--- src/rtl/guess_tracker.sv ---
// guess_tracker: turns raw start/guess keys into clean one-cycle events and
// runs the IDLE/PLAY/WON/LOST round controller. It counts guesses (saturating
// at 255) and ends a losing round on the limit checker's gameOver verdict.
module guess_tracker #(
  parameter int SYNC_STAGES = 2
) (
  input  logic       clk,
  input  logic       reset,
  input  logic       start_key,
  input  logic       guess_key,
  input  logic       match,
  input  logic       gameOver,
  output logic [7:0] totalGuesses,
  output logic       play,
  output logic       won,
  output logic       lost
);

  localparam int NKEYS = 2;

  // Index 0 is the start key, index 1 is the guess key.
  logic [NKEYS-1:0] key_raw;
  logic [NKEYS-1:0] key_p;
  logic             start_p;
  logic             guess_p;

  assign key_raw = {guess_key, start_key};
  assign start_p = key_p[0];
  assign guess_p = key_p[1];

  genvar gi;
  generate
    for (gi = 0; gi < NKEYS; gi++) begin : g_key
      logic [SYNC_STAGES-1:0] sync_reg;
      logic                   hist_reg;

      // Synchronizer chain plus history flop; clearing both to 0 means a key
      // held through reset release still yields exactly one pulse.
      always_ff @(posedge clk or negedge reset) begin
        if (!reset) begin
          sync_reg <= '0;
          hist_reg <= 1'b0;
        end else begin
          sync_reg <= {sync_reg[SYNC_STAGES-2:0], key_raw[gi]};
          hist_reg <= sync_reg[SYNC_STAGES-1];
        end
      end

      // Rising-edge detect on the synchronized key: one pulse per press.
      assign key_p[gi] = sync_reg[SYNC_STAGES-1] & ~hist_reg;
    end
  endgenerate

  typedef enum logic [1:0] {
    IDLE = 2'd0,
    PLAY = 2'd1,
    WON  = 2'd2,
    LOST = 2'd3
  } state_t;

  state_t     state_reg;
  logic [7:0] count_reg;
  logic [7:0] count_inc;
  logic       play_reg;
  logic       won_reg;
  logic       lost_reg;

  // Saturating increment: a guess at 255 leaves the count at 255.
  assign count_inc = (count_reg == 8'hFF) ? count_reg : count_reg + 8'd1;

  // Round state machine; the status flags are registered alongside the state.
  always_ff @(posedge clk or negedge reset) begin
    if (!reset) begin
      state_reg <= IDLE;
      count_reg <= 8'd0;
      play_reg  <= 1'b0;
      won_reg   <= 1'b0;
      lost_reg  <= 1'b0;
    end else begin
      case (state_reg)
        IDLE: begin
          if (start_p) begin
            state_reg <= PLAY;
            count_reg <= 8'd0;
            play_reg  <= 1'b1;
            won_reg   <= 1'b0;
            lost_reg  <= 1'b0;
          end
        end
        PLAY: begin
          if (start_p) begin
            // Restart wins over any coincident guess, which is dropped.
            count_reg <= 8'd0;
          end else if (guess_p) begin
            count_reg <= count_inc;
            if (match) begin
              // The winning guess is counted and beats a same-cycle gameOver.
              state_reg <= WON;
              play_reg  <= 1'b0;
              won_reg   <= 1'b1;
            end
          end else if (gameOver) begin
            state_reg <= LOST;
            play_reg  <= 1'b0;
            lost_reg  <= 1'b1;
          end
        end
        WON, LOST: begin
          if (start_p) begin
            state_reg <= PLAY;
            count_reg <= 8'd0;
            play_reg  <= 1'b1;
            won_reg   <= 1'b0;
            lost_reg  <= 1'b0;
          end
        end
        default: begin
          state_reg <= IDLE;
          count_reg <= 8'd0;
          play_reg  <= 1'b0;
          won_reg   <= 1'b0;
          lost_reg  <= 1'b0;
        end
      endcase
    end
  end

  assign totalGuesses = count_reg;
  assign play         = play_reg;
  assign won          = won_reg;
  assign lost         = lost_reg;

endmodule
--- config.mk ---
export PLATFORM = sky130hd
export DESIGN_NAME = guess_tracker
export DESIGN_NICKNAME = d
export VERILOG_FILES = /design/src/rtl/guess_tracker.sv
export SDC_FILE = /design/constraint.sdc
export NUM_CORES = 1
export LEC_CHECK = 0
export ABC_AREA = 1
export BUFFER_PORTS_ARGS = -buffer_cell sky130_fd_sc_hd__buf_2
export CORE_UTILIZATION = 53
export DETAILED_ROUTE_END_ITERATION = 8
export PLACE_DENSITY_LB_ADDON = 0.25
export SETUP_SLACK_MARGIN = 0.05
export SYNTH_ARGS = -nofsm -noshare
export SYNTH_HDL_FRONTEND = slang
export SYNTH_SLANG_ARGS = --single-unit
--- constraint.sdc ---
create_clock -name clk -period 1.5 [get_ports clk]
set_input_delay 0 -clock clk [delete_from_list [all_inputs] [get_ports clk]]
set_output_delay 0 -clock clk [all_outputs]
set_load 0.02 [all_outputs]
# Word level (Yosys, flattened, before mapping)
# Index checks and enable logic that the tools add are counted.
# totals
register_bits	19
in_bits	6
out_inout_bits	11
elab_cells	60
# classes
addsub	1
n_eq_ne	14
n_mux	26
bitwise	4
reduce_logical	6
# op_table
cell	count
2-to-1 mux 8 bit	4
one-hot mux 8 bit (2 select lines)	1
2-to-1 mux 1 bit	12
inequality test 3 bit, second input constant	4
AND reduction 4 bit	3
2-to-1 mux 2 bit	5
inequality test 2 bit, second input constant	5
adder 8 x 1 -> 8 bit, second input constant	1
== test 8 bit, second input constant	1
one-hot mux 1 bit (2 select lines)	3
== test 2 bit, second input constant	2
one-hot mux 2 bit (2 select lines)	1
AND reduction 3 bit	1
OR reduction 3 bit	1
AND 1 bit	2
== test 2 x 1 -> 1 bit, second input constant	1
zero test 2 bit	1
inequality test 2 x 1 -> 1 bit, second input constant	1
inverter 1 bit	2

# Longest topological paths before layout
# depth
ltp_word	5
ltp_mapped	9
mapped_depth_nobuf	9

# Worst setup path before layout
# Ideal clock, no wire load.
# synth_timing
kind	flip-flop to flip-flop
from	register count_reg[0], in the netlist totalGuesses[0]
to	register count_reg[5], in the netlist totalGuesses[5]
setup_time_ps	117
arrival_time_ps	1242
required_ps	1383
slack_ps	142
stages_incl_launch_ff	10
period_less_slack_ps	1358
cell_sequence	dfrtp_1 ha_1 nand2_2 nor2_2 nand2_1 nand2_2 nand2_4 nand2_4 nand2_1 nand2_1
# synth_via
elab_chain_len	5
word_cells_on_any_way	8
# synth_lines
element	line	source
start: declaration	62	logic [7:0] count_reg;
start signal: assignment	95	count_reg <= count_inc;
adder 8 x 1 -> 8 bit	69	assign count_inc = (count_reg == 8'hFF) ? count_reg : count_reg + 8'd1;
2-to-1 mux 8 bit	69	
2-to-1 mux 8 bit	94	end else if (guess_p) begin
2-to-1 mux 8 bit	91	if (start_p) begin
one-hot mux 8 bit (2 select lines)	80	case (state_reg)
# Several ways; a longest one is shown, not always the timed one. The select of a mux whose other input is x is not followed.
# A chain may end at the register's enable or synchronous reset.

# Worst setup path after layout
# layout_timing
from	register count_reg[0], in the netlist totalGuesses[0]
to	register count_reg[4], in the netlist totalGuesses[4]
# Same word-level chain as after synthesis.

==> qor.txt <==
Logic pwr share -> 46.8%
Syn Area/Cell -> 8.10 µm²
RD Place Congestion -> 0.893
Routed Antenna Nets -> 0
Max-slew violations -> 0
F_max -> 749 MHz
Initial antenna violation count -> 0
Final setup TNS -> 0 ns
#FFs+latches synth -> 19
VDD IR-drop max -> 1070 µV
Top cell type's share of synthesized area -> 48.9%
Layout area overhead -> 23.4%
Die W -> 44.8 µm
Status -> finished, final reports clean
Largest cells by area after synthesis -> dfrtp_1 (49%), nand2_1 (15%), nor2_1 (7.7%)
Highest-delay cell along the critical path -> dfrtp_1
Post-synth net total -> 129
Critical Path Source Type -> flip-flop
Post-layout minimum cycle time -> 1.34 ns
Library cells used by synthesis -> 19
Clock buffer depth -> 2
Root Driver -> clkbuf_4
Total GRT Usage -> 19.6%
Vias in the first global route -> 704
Antenna Cells -> 0
Final design utilization -> 69.5%
Clk_lat worst skew -> 0.30 ns
RSZ-0062 raised after global routing -> false
Commonest cells after routing, fill and taps aside -> nand2_1 (38), nor2_1 (19), dfrtp_1 (19)
H-tree depth -> 1
YS warnings -> 0
Setup crit end kind -> flip-flop
Routed WL per cell -> 10.4 µm
Via count -> 831
Final hold violation count -> 0
Number of vias per cell -> 4.78
CP Cell Sequence -> ha_1 -> nand2_2 -> buf_4 -> nor2_1 -> inv_1 -> nand2_1 -> nor2_1 -> nand3_1 -> nand2_1
DR DRC count -> 0
Post-Syn Area -> 972 µm²
Type of the worst min-delay path -> in2async
Sw Pwr -> 0.749 mW
CP Max Fanout -> 4
Max Cap Viol -> 0
I/O pin cnt -> 17
Clk pwr share -> 14.6%
Part of the cycle the worst path needs -> 89.0%
P_int -> 1.01 mW
TritonCTS clock tree -> done
Worst Tran Pin Value -> 0.419 ns
DRT Pass-1 Iters -> 4
Leakage -> 0.631 nW
Core region area -> 0.00173 mm²
TritonCTS Buffers -> 3
Worst rel slew slack -> 72.1%
Initial Util -> 56.3%
Final Skew -> 0.00542 ns
Clock sink count -> 19
Max reg flops -> 8
Dpl hpwl -> 1200 µm
WP data required -> 1.70 ns
Global-route wire length before repair -> 2800 µm
Flop pwr share -> 38.6%
Nets -> 159
Sequential fraction of the synthesis area -> 48.9%
Largest net degree at the start of global routing -> 20
Leading area contributor after synthesis -> dfrtp_1
Final WL -> 1810 µm
PwrDens -> 1470 mW/mm²
Worst EP arrival -> 1.53 ns
CTS clk-pin slew, worst paths -> 0.11 ns
Filler cells -> 144
Switching share of power -> 42.6%
Cells after DPL -> 161
Starting DRT DRC Count -> 19
Commonest non-fill, non-tap cell in the layout -> nand2_1
CP Class -> reg2reg
Syn Inst Count -> 120
Share of layout cells above drive strength 1 -> 26.2%
Max incr delay on CP -> 0.40 ns
Die height -> 44.8 µm
Final setup violation count -> 0
Cell row count -> 15
Port bufs -> 16
Fin cells -> 174
Crit path buffers/inverters -> 2
GRT Residual Overflow -> 0
Top delay family on crit path -> simple AND/OR/NAND/NOR gates
DIE AREA -> 0.00201 mm²
worst reg2reg max path: cells and delay by family (launching register included):
family	cells	cell delay, ns
AND/OR/NAND/NOR	6	0.43
flip-flops	1	0.40
buffers and inverters	2	0.21
adder cells (fa/ha/maj)	1	0.19
per-stage QoR:
| stage | area [µm²] | setup slack (ns) | hold slack [ns] | power, mW |
|---|---|---|---|---|
| finish | 1200 | 0.165 | 0.156 | 1.76 |
| global route | 1200 | 0.0423 | 0.182 | 1.91 |
| CTS | 1160 | 0.0771 | 0.167 | 1.70 |
| detailed placement | 1080 | 0.0954 | -0.0401 | 1.43 |
| global placement | 1080 | 0.109 | -0.0453 | 1.42 |
| floorplan | 972 | 0.142 | -0.296 | 1.25 |
layer usage:
metal  vias to the layer above  part of all wire [%]  GRT usage [%]
met4                         0                   2.3           10.9
met1                       377                    48           24.6
met3                         4                   3.2           4.80
met2                        17                    47           31.2
met5                         -                     0              0
li1                        433                     -              -
what timing repair did:
item	CTS	global route
hold buffers	5	0
setup endpoints to repair	0	12
gates resized for setup	0	4
setup buffers	0	4
hold endpoints to repair	23	0
worst paths after layout:
check,slack (ns),cells after the start,end,from
max,0.16,9,totalGuesses[4],totalGuesses[0]
min,0.16,2,state_reg[0],reset
max reg2reg,0.16,9,totalGuesses[4],totalGuesses[0]
min reg2reg,0.36,0,g_key[0].sync_reg[1],g_key[0].sync_reg[0]
max in group asynchronous,1.05,2,totalGuesses[0],reset
min in group clk,0.33,2,g_key[1].sync_reg[0],guess_key
power by group through the flow:
stage / Clock [mW] / Sequential [mW] / Combinational [mW]
6_report: 0.257 / 0.679 / 0.822
5_1_grt: 0.289 / 0.694 / 0.923
4_1_cts: 0.267 / 0.683 / 0.749
3_5_place_dp: 0 / 0.694 / 0.738
3_3_place_gp: 0 / 0.689 / 0.731
2_1_floorplan: 0 / 0.769 / 0.483
synth_stat cells, drive strengths merged:
cell and n:
nand2 43, nor2 23, dfrtp 19, inv 13
nand3 7, a21oi 4, o21ai 4, ha 3
o21bai 2, a31oi 1, nand3b 1
layout make-up:
| class | instances | area, µm² | area share, % |
|---|---|---|---|
| Clock buffer | 3 | 22.5 | 1.88 |
| Clock inverter | 1 | 5.00 | 0.417 |
| Inverter | 13 | 48.8 | 4.07 |
| Multi-Input combinational cell | 88 | 457 | 38.1 |
| Sequential cell | 19 | 475 | 39.6 |
| Tap cell | 25 | 31.3 | 2.61 |
| Timing Repair Buffer | 25 | 160 | 13.3 |
kinds of logic after synthesis:
family,synth area share [%]
simple gates,35.9
flops,48.9
buf+inv,5.02
compound gates,6.31
fa+ha+maj,3.86
(Power assumes the default switching activity.)
